==> config.mk <==
export PLATFORM = sky130hd
export DESIGN_NAME = lfsr_multi
export DESIGN_NICKNAME = d
export VERILOG_FILES = /design/src/rtl/lfsr_pkg.sv /design/src/rtl/lfsr_step.sv /design/src/rtl/lfsr_multi.sv
export SDC_FILE = /design/constraint.sdc
export NUM_CORES = 1
export LEC_CHECK = 0
export CORE_MARGIN = 5
export CORE_UTILIZATION = 50
export DETAILED_ROUTE_END_ITERATION = 16
export GPL_TIMING_DRIVEN = 0
export PLACE_DENSITY = 0.86
export RECOVER_POWER = 50
export SYNTH_ARGS = -nofsm -noshare
export SYNTH_HDL_FRONTEND = slang
export SYNTH_SLANG_ARGS = --single-unit
==> constraint.sdc <==
create_clock -name CLK_I -period 3.2 [get_ports CLK_I]
set_clock_uncertainty 0.05 [all_clocks]
set_input_delay 0.64 -clock CLK_I [delete_from_list [all_inputs] [get_ports CLK_I]]
set_output_delay 0.64 -clock CLK_I [all_outputs]
set_load 0.02 [all_outputs]
==> src/rtl/lfsr_pkg.sv <==
// Shared types and helpers for the multi-step, multi-form LFSR generator.
package lfsr_pkg;

   typedef enum logic {GALOIS, FIBONACCI} lfsr_mode_t;
   typedef enum logic [1:0] {IDLE, RUN, LOCKUP} lfsr_state_t;

   localparam int LFSR_MAX_W = 32;

   // Low 'len' bits set; callers truncate to their own register width.
   function automatic logic [LFSR_MAX_W-1:0] len_mask(input logic [5:0] len);
      logic [LFSR_MAX_W:0] m;
      m = (33'd1 << len) - 33'd1;
      return m[LFSR_MAX_W-1:0];
   endfunction

endpackage

==> src/rtl/lfsr_step.sv <==
// One combinational LFSR step in either Galois or Fibonacci form.
module lfsr_step
   import lfsr_pkg::*;
#(
   parameter int W = 8
) (
   input  logic [W-1:0] state_i,
   input  logic [W-1:0] poly_i,
   input  logic [W-1:0] mask_i,
   input  logic         mode_i,
   output logic [W-1:0] next_o,
   output logic         bit_o
);

   logic [W-1:0] shr;
   logic [W-1:0] top;

   assign bit_o = state_i[0];
   assign shr   = state_i >> 1;
   // Highest set bit of the mask is bit L-1, where Fibonacci feedback enters.
   assign top   = mask_i & ~(mask_i >> 1);

   always_comb begin
      if (lfsr_mode_t'(mode_i) == FIBONACCI)
         next_o = shr | ((^(state_i & poly_i)) ? top : '0);
      else
         next_o = shr ^ (bit_o ? poly_i : '0);
   end

endmodule

==> src/rtl/lfsr_multi.sv <==
// Runtime-length Galois/Fibonacci LFSR with STEPS shifts per clock,
// lock-up detection and hardware period measurement.
module lfsr_multi
   import lfsr_pkg::*;
#(
   parameter int  MAX_LEN = 8,
   parameter int  STEPS   = 1,
   parameter int  CNT_W   = MAX_LEN + 1,
   localparam int LW      = $clog2(MAX_LEN + 1)
) (
   input  logic               CLK_I,
   input  logic               RST_N_I,
   input  logic               EN_I,
   input  logic               LOAD_I,
   input  logic               MODE_I,
   input  logic [LW-1:0]      LEN_I,
   input  logic [MAX_LEN-1:0] SEED_I,
   input  logic [MAX_LEN-1:0] POLY_I,
   output logic [MAX_LEN-1:0] DATA_O,
   output logic [STEPS-1:0]   BIT_O,
   output logic               VALID_O,
   output logic               WRAP_O,
   output logic [CNT_W-1:0]   PERIOD_O,
   output logic               PERIOD_VLD_O,
   output logic               LOCKUP_O
);

   localparam int JW = 4;

   lfsr_state_t        fsm_q, fsm_d;
   lfsr_mode_t         mode_q, mode_d;
   logic [MAX_LEN-1:0] state_q, state_d;
   logic [MAX_LEN-1:0] seed_q, seed_d;
   logic [MAX_LEN-1:0] poly_q, poly_d;
   logic [MAX_LEN-1:0] mask_q, mask_d;
   logic [CNT_W-1:0]   cnt_q, cnt_d;
   logic [CNT_W-1:0]   period_q, period_d;
   logic               pvld_q, pvld_d;
   logic               valid_q, valid_d;
   logic               wrap_q, wrap_d;
   logic [STEPS-1:0]   bit_q, bit_d;

   logic [LW-1:0]            len_c;
   logic [MAX_LEN-1:0]       mask_new;
   logic [MAX_LEN-1:0]       seed_new;
   logic [STEPS:0][MAX_LEN-1:0] chain_s;
   logic [STEPS-1:0]         step_bit;
   logic [JW-1:0]            wrap_j;
   logic [CNT_W:0]           per_sum;
   logic [CNT_W:0]           cnt_sum;

   always_comb begin
      len_c = LEN_I;
      if (LEN_I < LW'(2) || LEN_I > LW'(MAX_LEN))
         len_c = LW'(MAX_LEN);
   end

   assign mask_new = MAX_LEN'(len_mask(6'(len_c)));
   assign seed_new = SEED_I & mask_new;

   assign chain_s[0] = state_q;

   for (genvar k = 0; k < STEPS; k++) begin : g_step
      lfsr_step #(.W(MAX_LEN)) u_step (
         .state_i (chain_s[k]),
         .poly_i  (poly_q),
         .mask_i  (mask_q),
         .mode_i  (mode_q),
         .next_o  (chain_s[k+1]),
         .bit_o   (step_bit[k])
      );
   end

   // Earliest sub-step that lands back on the seed; 0 means none this clock.
   always_comb begin
      wrap_j = '0;
      for (int k = STEPS; k >= 1; k--)
         if (chain_s[k] == seed_q)
            wrap_j = JW'(k);
   end

   // Top carry bit set means the sum left the counter range (saturated).
   assign per_sum = {1'b0, cnt_q} + (CNT_W+1)'(wrap_j);
   assign cnt_sum = {1'b0, cnt_q} + (CNT_W+1)'(STEPS);

   always_comb begin
      fsm_d    = fsm_q;
      mode_d   = mode_q;
      state_d  = state_q;
      seed_d   = seed_q;
      poly_d   = poly_q;
      mask_d   = mask_q;
      cnt_d    = cnt_q;
      period_d = period_q;
      pvld_d   = pvld_q;
      bit_d    = bit_q;
      valid_d  = 1'b0;
      wrap_d   = 1'b0;
      if (LOAD_I) begin
         mode_d  = lfsr_mode_t'(MODE_I);
         mask_d  = mask_new;
         seed_d  = seed_new;
         poly_d  = POLY_I & mask_new;
         state_d = seed_new;
         cnt_d   = '0;
         pvld_d  = 1'b0;
         fsm_d   = (seed_new == '0) ? LOCKUP : RUN;
      end else if (fsm_q == RUN && EN_I) begin
         state_d = chain_s[STEPS];
         bit_d   = step_bit;
         valid_d = 1'b1;
         if (wrap_j != '0) begin
            wrap_d = 1'b1;
            cnt_d  = CNT_W'(STEPS) - CNT_W'(wrap_j);
            if (!per_sum[CNT_W]) begin
               period_d = per_sum[CNT_W-1:0];
               pvld_d   = 1'b1;
            end
         end else begin
            cnt_d = cnt_sum[CNT_W] ? '1 : cnt_sum[CNT_W-1:0];
         end
         if (chain_s[STEPS] == '0)
            fsm_d = LOCKUP;
      end
   end

   always_ff @(posedge CLK_I or negedge RST_N_I) begin
      if (!RST_N_I) begin
         fsm_q    <= IDLE;
         mode_q   <= GALOIS;
         state_q  <= '0;
         seed_q   <= '0;
         poly_q   <= '0;
         mask_q   <= '0;
         cnt_q    <= '0;
         period_q <= '0;
         pvld_q   <= 1'b0;
         valid_q  <= 1'b0;
         wrap_q   <= 1'b0;
         bit_q    <= '0;
      end else begin
         fsm_q    <= fsm_d;
         mode_q   <= mode_d;
         state_q  <= state_d;
         seed_q   <= seed_d;
         poly_q   <= poly_d;
         mask_q   <= mask_d;
         cnt_q    <= cnt_d;
         period_q <= period_d;
         pvld_q   <= pvld_d;
         valid_q  <= valid_d;
         wrap_q   <= wrap_d;
         bit_q    <= bit_d;
      end
   end

   assign DATA_O       = state_q;
   assign BIT_O        = bit_q;
   assign VALID_O      = valid_q;
   assign WRAP_O       = wrap_q;
   assign PERIOD_O     = period_q;
   assign PERIOD_VLD_O = pvld_q;
   assign LOCKUP_O     = (fsm_q == LOCKUP);

endmodule

Yosys cells after proc, flatten, opt, wreduce, memory -nomap -nowiden
Cells that the tools add are included.
{ "word_totals": {"wordCells": 69, "inputBits": 25, "out_inout_bits": 22, "register_bits": 57} }
{ "op_classes": {"n_shift": 1, "order_cmp": 2, "n_reduce_logical": 13, "mux": 24, "addsub": 4, "n_eq_ne": 4, "bitwise": 9} }
{ "ops": {"columns": ["op", "count"], "rows": [
  ["$mux 8", 5],
  ["$mux 9", 4],
  ["$and 8x8->8", 4],
  ["$logic_not 8->1", 2],
  ["$add 9x1->10 const B", 1],
  ["$add 9x4->10", 1],
  ["$mux 1", 10],
  ["$eq 8x8->1", 1],
  ["$mux 2", 4],
  ["$not 7->8", 1],
  ["$or 7x8->8", 1],
  ["$reduce_xor 8->1", 1],
  ["$shl 1x4->8 const A", 1],
  ["$sub 8x1->8 const B", 1],
  ["$xor 7x8->8", 1],
  ["$reduce_bool 2->1", 3],
  ["$sub 1x4->5 const A", 1],
  ["$gt 4x4->1 const B", 1],
  ["$lt 4x2->1 const B", 1],
  ["$mux 4", 1],
  ["$reduce_and 2->1", 2],
  ["$reduce_and 4->1", 1],
  ["$reduce_bool 4->1", 1],
  ["$reduce_and 3->1", 1],
  ["6 further kinds", 7]
]} }

Logic depth before layout (Yosys ltp)
Gate-level depths: netlist (run 1).
{ "logic_depth": {"depth_word": 12, "ltp_mapped": 17, "ltp_nobuf": 14} }

Cells and area by module
A second synthesis (run 1) with hierarchy kept.
{ "unflattened": {"cells_unflattened": 336, "area_unflattened_um2": 3253.1} }
{ "modules_own_cells": {"columns": ["mod", "seq_area_each_um2", "instances", "cells_per_inst", "area_per_inst_um2"], "rows": [
  ["lfsr_multi", 1426.4, 1, 288, 2937.8],
  ["lfsr_step", 0.0, 1, 48, 315.3]
]} }

Worst setup path after synthesis (run 1)
Ideal clock, no wire load.
{ "synth_timing": {"path_type": "register to register", "start": "register state_q[7], in the netlist DATA_O[7]", "end": "register period_q[8], in the netlist PERIOD_O[8]", "n_path_buf": 2, "period_less_slack_ns": 3.492, "setup_slack_ns": -0.292, "stages_incl_launch_ff": 17, "required_ns": 3.025, "arrival_time_ns": 3.317, "setup_time_ns": 0.125, "cell_sequence": "dfrtp_1 -> clkbuf_1 -> nand2_1 -> xnor2_1 -> xnor2_1 -> xnor2_1 -> o41ai_1 -> xnor2_1 -> nand4_1 -> buf_2 -> inv_1 -> ha_1 -> ha_1 -> nand3_1 -> nor2_1 -> xor2_1 -> mux2_4"} }
{ "synth_between": {"elab_chain_cells": 10, "elab_cells_between_ends": 12, "cone_classes": "add/sub (1); eq/ne (1); mux (3); bitwise (4); reduce/logical (3)"} }
{ "synth_lines": {"columns": ["element", "line", "rtl"], "rows": [
  ["start, declared", "lfsr_multi.sv:32", "logic [MAX_LEN-1:0] state_q, state_d;"],
  ["start signal, assigned", "lfsr_multi.sv:144", "state_q <= state_d;"],
  ["$and 8x8->8", "lfsr_step.sv:25", "next_o = shr | ((^(state_i & poly_i)) ? top : '0);"],
  ["$reduce_xor 8->1", "lfsr_step.sv:25", null],
  ["$mux 8", "lfsr_step.sv:25", null],
  ["$or 7x8->8", "lfsr_step.sv:25", null],
  ["$mux 8 *", "lfsr_step.sv:24", "if (lfsr_mode_t'(mode_i) == FIBONACCI)"],
  ["$eq 8x8->1 *", "lfsr_multi.sv:78", "if (chain_s[k] == seed_q)"],
  ["$mux 1 *", "lfsr_multi.sv:78", null],
  ["$add 9x4->10", "lfsr_multi.sv:83", "assign per_sum = {1'b0, cnt_q} + (CNT_W+1)'(wrap_j);"],
  ["$not 1->1 (no line)", null, null],
  ["$reduce_and 4->1 (no line)", null, null],
  ["end signal, assigned", "lfsr_multi.sv:149", "period_q <= period_d;"],
  ["end, declared", "lfsr_multi.sv:37", "logic [CNT_W-1:0] period_q, period_d;"]
]} }
Every way passes the cells marked *; elsewhere a longest branch is shown, timed or not.
A chain may end at the register's enable or synchronous reset.

Worst setup path after layout (run 1)
{ "layout_timing": {"start": "register poly_q[6]", "end": "register period_q[8], in the netlist PERIOD_O[8]"} }
{ "layout_between": {"elab_chain_cells": 10, "elab_cells_between_ends": 13, "cone_classes": "add/sub (1); eq/ne (1); mux (4); bitwise (4); reduce/logical (3)"} }
{ "layout_lines": {"columns": ["element", "line", "rtl"], "rows": [
  ["start, declared", "lfsr_multi.sv:34", "logic [MAX_LEN-1:0] poly_q, poly_d;"],
  ["start signal, assigned", "lfsr_multi.sv:146", "poly_q <= poly_d;"],
  ["$and 8x8->8", "lfsr_step.sv:25", null],
  ["$reduce_xor 8->1", "lfsr_step.sv:25", null],
  ["$mux 8", "lfsr_step.sv:25", null],
  ["$or 7x8->8", "lfsr_step.sv:25", null],
  ["$mux 8 *", "lfsr_step.sv:24", null],
  ["$eq 8x8->1 *", "lfsr_multi.sv:78", null],
  ["$mux 1 *", "lfsr_multi.sv:78", null],
  ["$add 9x4->10", "lfsr_multi.sv:83", null],
  ["$not 1->1 (no line)", null, null],
  ["$reduce_and 4->1 (no line)", null, null]
]} }
Marks and branches as above.

==> impl_metrics.json, run 1 <==
{
  "critical_path_buf_inv_count": 3,
  "numCtsBuffers": 9,
  "multi_input_area_mm2": 0.001976,
  "cp.arrival_ns": 3.55,
  "die_x_um": 91.97,
  "yosysSeqAreaShare": 0.4246,
  "worst_r2r_endpoint": "PERIOD_O[8]",
  "synth_area_leaders": "dfrtp_1 42%, nand2_1 6.0%, o21ai_0 5.4%",
  "regToRegStartpoint": "poly_q[6]",
  "synth-seq-cells": 57,
  "end_kind": "register",
  "cts_tree": "yes",
  "gr-total-overflow": 0,
  "dp.cells": 504,
  "gp_congestion": 0.9720,
  "row_count": 29,
  "ant_nets": 0,
  "max_slew_margin": 0.3312,
  "crit_path_top_delay_cell": "dfrtp_1",
  "powerDensity_mw_per_mm2": 507.9,
  "ir_worst_vdd_v": 0.0003245,
  "cts.sinks": 57,
  "slew_viol_final": 0,
  "drtIter0Drc": 400,
  "critPathMaxStageDelay_ns": 0.52,
  "tightest_slew_ns": 1.003,
  "fmax_ghz": 0.2977,
  "layout_setup_ws_ns": -0.1589,
  "cp.required_ns": 3.39,
  "synth_flop_cell": "dfrtp_1",
  "reg2reg_depth": 16,
  "setup_viol_count_final": 9,
  "ctsHtreeMaxLevel": 3,
  "drcViolationCount": 0,
  "antenna_found_initial": 0,
  "core-area_mm2": 0.006459,
  "grt_max_degree": 42,
  "worstSetupPathType": "reg2reg",
  "dp_hpwl_mm": 6.956,
  "startpoint_type": "register",
  "yosysUniqueCellTypes": 50,
  "clkLatencyLatePin_ns": 0.35,
  "yosysTopAreaCell": "dfrtp_1",
  "grt_pass1_vias": 3144,
  "tns_ns": -0.9864,
  "netlist_area_mm2": 0.003359,
  "via_count": 3303,
  "routed_via_density": 6.072,
  "min_period_ns": 3.359,
  "io_buffers": 44,
  "most-common-layout-cells": "54 x dfrtp_1, 51 x nand2_1, 43 x clkdlybuf4s50_1",
  "status": "finished with violations",
  "fin_cells": 544,
  "syn_inst": 381,
  "finalCritPeriodShare": 1.050,
  "worst_setup_hold_path_clk_slew_ns": 0.07,
  "synth_edf_count": 0,
  "final_nets": 491,
  "hold_class": "in2async",
  "hold_violations": 0,
  "grt_pass1_wl_mm": 15.73,
  "grt.total_usage": 0.2363,
  "antenna_cells": 0,
  "crit_family": "simple AND/OR/NAND/NOR gates",
  "postLayoutCoreUtil": 0.7042,
  "dr.pass1.iters": 5,
  "cts_root_buf": "clkbuf_8",
  "ff_latch_area_mm2": 0.001430,
  "hold_ws_ns": 0.3578,
  "violations": "negative setup slack",
  "nFillCells": 489,
  "wire_per_inst_um": 18.69,
  "initial_core_util": 0.5201,
  "dieArea_mm2": 0.008458,
  "cp_max_fo": 6,
  "async_reset_ff_frac": 1.000,
  "wirelength_mm": 10.17,
  "ios": 47,
  "area_growth_syn_to_layout_pct": 35.38,
  "ys_warn_count": 0,
  "clockBufferDepth": 2,
  "die_h_um": 91.97,
  "layout-drive-gt1-share": 0.1927,
  "rsz0062_at_grt": "yes",
  "p_leak_nw": 2.012,
  "worstPathCellList": "nand2_1 > xor2_2 > xnor2_4 > buf_6 > xor2_4 > mux2i_1 > nor4_1 > nand4_1 > buf_6 > inv_4 > ha_4 > ha_4 > nand3_2 > nor2_4 > xor2_1 > mux2_4",
  "synth.avg_cell_area_um2": 8.818,
  "layout_commonest_cell": "dfrtp_1",
  "synthDominantCellAreaShare": 0.4246,
  "cap_violations": 0,
  "reg2reg_slack_ns": -0.16
}
worst max path at each step:
stage | to | start | cells past startpoint | slack [ns]
final | PERIOD_O[8] | poly_q[6] | 16 | -0.16
after global routing | PERIOD_O[8] | DATA_O[0] | 17 | -0.28
after CTS | PERIOD_O[8] | DATA_O[0] | 17 | -0.14
after detailed placement | PERIOD_O[8] | DATA_O[0] | 17 | -0.66
after global placement | PERIOD_O[8] | DATA_O[0] | 17 | -0.55
after floorplan | PERIOD_O[8] | DATA_O[0] | 16 | 0.003
metal layers:
metal  GRT usage  part of all wire
met3     0.05483             0.089
met5           0                 0
met1      0.3236              0.43
met2      0.3564              0.44
met4      0.1089             0.042
flip-flops by register name, summed over array words and instances (netlist names):
signal	flops
mode_q	1
fsm_q	2
seed_q	8
poly_q	8
WRAP_O	1
PERIOD_O	9
cnt_q	9
PERIOD_VLD_O	1
DATA_O	8
mask_q	8
BIT_O	1
VALID_O	1
synthesized netlist by cell type (all sizes together) (2+ instances only):
cell,number
a211oi,2
a21o,5
a21oi,17
a221oi,3
a22o,4
a22oi,2
a31oi,2
and2,3
and3,5
buf,7
clkbuf,13
dfrtp,57
ha,4
inv,17
mux2,10
mux2i,7
nand2,54
nand2b,4
nand3,17
nand3b,4
nand4,3
nor2,32
nor2b,7
nor3,5
nor3b,3
o211ai,3
o21ai,36
o221ai,2
o22ai,2
o2bb2ai,2
o31ai,3
or2,3
xnor2,16
xor2,15
area by class of cell:
type / count / share of cell area
clock buffer: 12 / 0.03411
clock inverter: 4 / 0.01623
inverter: 18 / 0.01541
multi-input combinational: 288 / 0.4344
buffer: 20 / 0.02724
tap: 77 / 0.02118
timing repair buffer: 68 / 0.1370
sequential: 57 / 0.3144
kinds of logic (layout without fill, tap and decap cells):
family,Yosys count,after routing,synth area share
AO/OA/AOI/OAI,91,91,0.1691
XOR/XNOR,31,32,0.08305
adder cells (fa/ha/maj),4,4,0.01490
buffers and inverters,38,122,0.04767
flip-flops,57,57,0.4246
multiplexers,17,17,0.06443
other,1,2,0.001116
AND/OR/NAND/NOR,142,142,0.1952
metrics by stage:
stage | worst slack (ns) | total power, W | instance area, µm²
2_1_floorplan | 0.003244 | 0.001176 | 3438
3_3_place_gp | -0.5546 | 0.001360 | 3975
6_report | -0.1589 | 0.002310 | 4548
4_1_cts | -0.1394 | 0.002208 | 4412
5_1_grt | -0.2758 | 0.002387 | 4548
3_5_place_dp | -0.6567 | 0.001371 | 3990
power by group:
part	total, W	switching, W	internal [W]	leakage (nW)
registers	0.000842	0.0000661	0.000776	0.736
clock network	0.000798	0.000315	0.000483	0.117
logic	0.000670	0.000364	0.000307	1.16
total	0.00231	0.000745	0.00157	2.01
timing repair:
item                                    in CTS  in global routing
pin swaps                                    8                 10
resized for setup                           20                 16
setup buffers                               16                  9
hold buffers                                 0                  0
cloned                                       1                  1
endpoints found under the setup margin      10                 10
Note: power is estimated with default switching activity, not from simulation.
==> inputs of run 2 (changes only) <==
CORE_UTILIZATION = 49   (was 50)
PLACE_DENSITY = 0.85   (was 0.86)
SLEW_MARGIN = 20   (was unset)
SYNTH_HIERARCHICAL = 1   (was unset)
==> impl_metrics.json, run 2 <==
{
  "synth-seq-cells": 57,
  "p_leak_nw": 1.970,
  "cap_violations": 0,
  "yosysTopAreaCell": "dfrtp_1",
  "startpoint_type": "register",
  "hold_class": "reg2reg",
  "initial_core_util": 0.5065,
  "powerDensity_mw_per_mm2": 515.0,
  "cp_max_fo": 8,
  "fmax_ghz": 0.2965,
  "ios": 47,
  "cts_tree": "yes",
  "crit_path_top_delay_cell": "dfrtp_1",
  "drcViolationCount": 0,
  "antenna_cells": 0,
  "final_nets": 451,
  "gp_congestion": 0.8701,
  "gr-total-overflow": 0,
  "hold_ws_ns": 0.4087,
  "grt_pass1_wl_mm": 14.32,
  "synthTopCellsByCount": "57 x dfrtp_1, 37 x nand2_1, 37 x o21ai_0, 23 x nor2_1, 18 x xnor2_1",
  "routed_via_density": 5.935,
  "violations": "negative setup slack",
  "end_kind": "register",
  "synth_area_leaders": "dfrtp_1 44%, o21ai_0 5.7%, xnor2_1 4.8%",
  "total_power_w": 0.002257,
  "synth_edf_count": 0,
  "worst_setup_hold_path_clk_slew_ns": 0.07,
  "row_count": 29,
  "placed_area_mm2": 0.003796,
  "layout-drive-gt1-share": 0.2600,
  "area_growth_syn_to_layout_pct": 34.73,
  "synth.avg_cell_area_um2": 9.682,
  "final_cell_area_mm2": 0.004383,
  "setup_viol_count_final": 10,
  "syn_inst": 336,
  "ant_nets": 0,
  "nFillCells": 443,
  "grt_pass1_vias": 2858,
  "ys_warn_count": 6,
  "rsz0062_at_grt": "yes",
  "layout_commonest_cell": "dfrtp_1",
  "core-area_mm2": 0.006422,
  "synthDominantCellAreaShare": 0.4385,
  "netlist_area_mm2": 0.003253,
  "drtIter0Drc": 382,
  "die_h_um": 91.48,
  "finalCritPeriodShare": 1.054,
  "yosysUniqueCellTypes": 49,
  "cts_root_buf": "clkbuf_8",
  "die_x_um": 91.48,
  "dp_hpwl_mm": 5.647,
  "status": "finished with violations",
  "grt.total_usage": 0.2153,
  "via_count": 2991,
  "wirelength_mm": 9.233,
  "most-common-layout-cells": "54 x dfrtp_1, 40 x clkdlybuf4s50_1, 38 x buf_4",
  "async_reset_ff_frac": 1.000,
  "max_slew_margin": 0.04306,
  "clkLatencyLatePin_ns": 0.36,
  "grt_max_degree": 58,
  "wire_per_inst_um": 18.32,
  "dieArea_mm2": 0.008369,
  "numCtsBuffers": 9,
  "fin_cells": 504,
  "hold_violations": 0,
  "worstPathCellList": "nand2_1 > xor2_2 > xnor2_2 > xnor2_2 > buf_6 > o41ai_4 > xnor2_1 > nand4_1 > nor2_2 > ha_2 > and3_4 > nand3_4 > o21a_1 > buf_6 > mux2_4",
  "clockBufferDepth": 2,
  "reg2reg_slack_ns": -0.17,
  "tightest_slew_ns": 1.435,
  "worstSetupPathType": "reg2reg",
  "layout_setup_ws_ns": -0.1723,
  "synth_flop_cell": "dfrtp_1",
  "antenna_found_initial": 0,
  "dp.cells": 457,
  "synth.most_common_cell": "dfrtp_1",
  "crit_family": "simple AND/OR/NAND/NOR gates",
  "min_period_ns": 3.372,
  "io_buffers": 43,
  "critical_path_buf_inv_count": 2,
  "yosysSeqAreaShare": 0.4385,
  "critPathMaxStageDelay_ns": 0.37,
  "ctsHtreeMaxLevel": 3,
  "slew_viol_final": 0,
  "cp.arrival_ns": 3.57,
  "dr.pass1.iters": 5,
  "tns_ns": -1.290,
  "cp.required_ns": 3.39,
  "cts.sinks": 57,
  "ir_worst_vdd_v": 0.0002982
}
[run 2: worst paths after layout]
kind                            startpoint          end  cells after the start
max in group asynchronous          RST_N_I    DATA_O[6]                      1
worst max-delay path             poly_q[5]  PERIOD_O[8]                     15
worst min register to register   mask_q[0]    mask_q[0]                      1
worst min-delay path             mask_q[0]    mask_q[0]                      1
worst max register to register   poly_q[5]  PERIOD_O[8]                     15
min in group asynchronous          RST_N_I       mode_q                      1
[run 2: cell families (layout without fill, tap and decap cells)]
kind of cell / count (synthesis) / after routing / synth area share
other: 1 / 2 / 0.001153
adders and majority gates: 4 / 4 / 0.01539
xor gates and xnor gates: 29 / 29 / 0.07808
AOI/OAI and AO/OA: 75 / 75 / 0.1500
and+or+nand+nor: 109 / 109 / 0.1777
buffers and inverters: 41 / 131 / 0.06730
muxes: 20 / 20 / 0.07192
DFF: 57 / 57 / 0.4385
[run 2: routing by layer]
metal / global-route usage / share of wire / vias to the layer above
li1: - / - / 1331
met4: 0.08291 / 0.025 / 0
met1: 0.2873 / 0.42 / 1454
met3: 0.05950 / 0.077 / 34
met5: 0 / 0 / -
met2: 0.3329 / 0.48 / 172
[run 2: metrics by stage]
stage	utilization	setup WS [ns]
2_1_floorplan	-	0.01299
3_3_place_gp	0.5915	-0.4456
3_5_place_dp	0.5911	-0.5194
4_1_cts	0.6604	-0.1402
5_1_grt	0.6824	-0.3046
6_report	0.6824	-0.1723
[run 2: power by group]
group	switching [W]	internal, W
sequential	0.0000594	0.000788
combinational	0.000356	0.000352
clock	0.000321	0.000381
[run 2: cell type report]
type / count / area (µm²) / area share
Buffer: 25 / 151.4 / 0.03454
Clock buffer: 12 / 145.1 / 0.03311
Clock inverter: 4 / 52.55 / 0.01199
Inverter: 16 / 60.06 / 0.01370
Multi-Input combinational cell: 239 / 1782 / 0.4065
Sequential cell: 57 / 1430 / 0.3263
Tap cell: 77 / 96.34 / 0.02198
Timing Repair Buffer: 74 / 665.6 / 0.1519
[run 2: timing repair]
action | 4_1_cts | 5_1_grt
buffers inserted | 22 | 9
resized for setup | 27 | 17
hold endpoints to repair | 0 | 0
endpoints found under the setup margin | 10 | 19
pin swaps | 15 | 5
hold buffers | 0 | 0
[run 2: worst register-to-register path, cell delays in order, from the launching register on]
cell	delay, ns
dfrtp_1	0.37
nand2_1	0.11
xor2_2	0.20
xnor2_2	0.16
xnor2_2	0.16
buf_6	0.14
o41ai_4	0.35
xnor2_1	0.17
nand4_1	0.16
nor2_2	0.20
ha_2	0.21
and3_4	0.21
nand3_4	0.09
o21a_1	0.21
buf_6	0.14
mux2_4	0.30
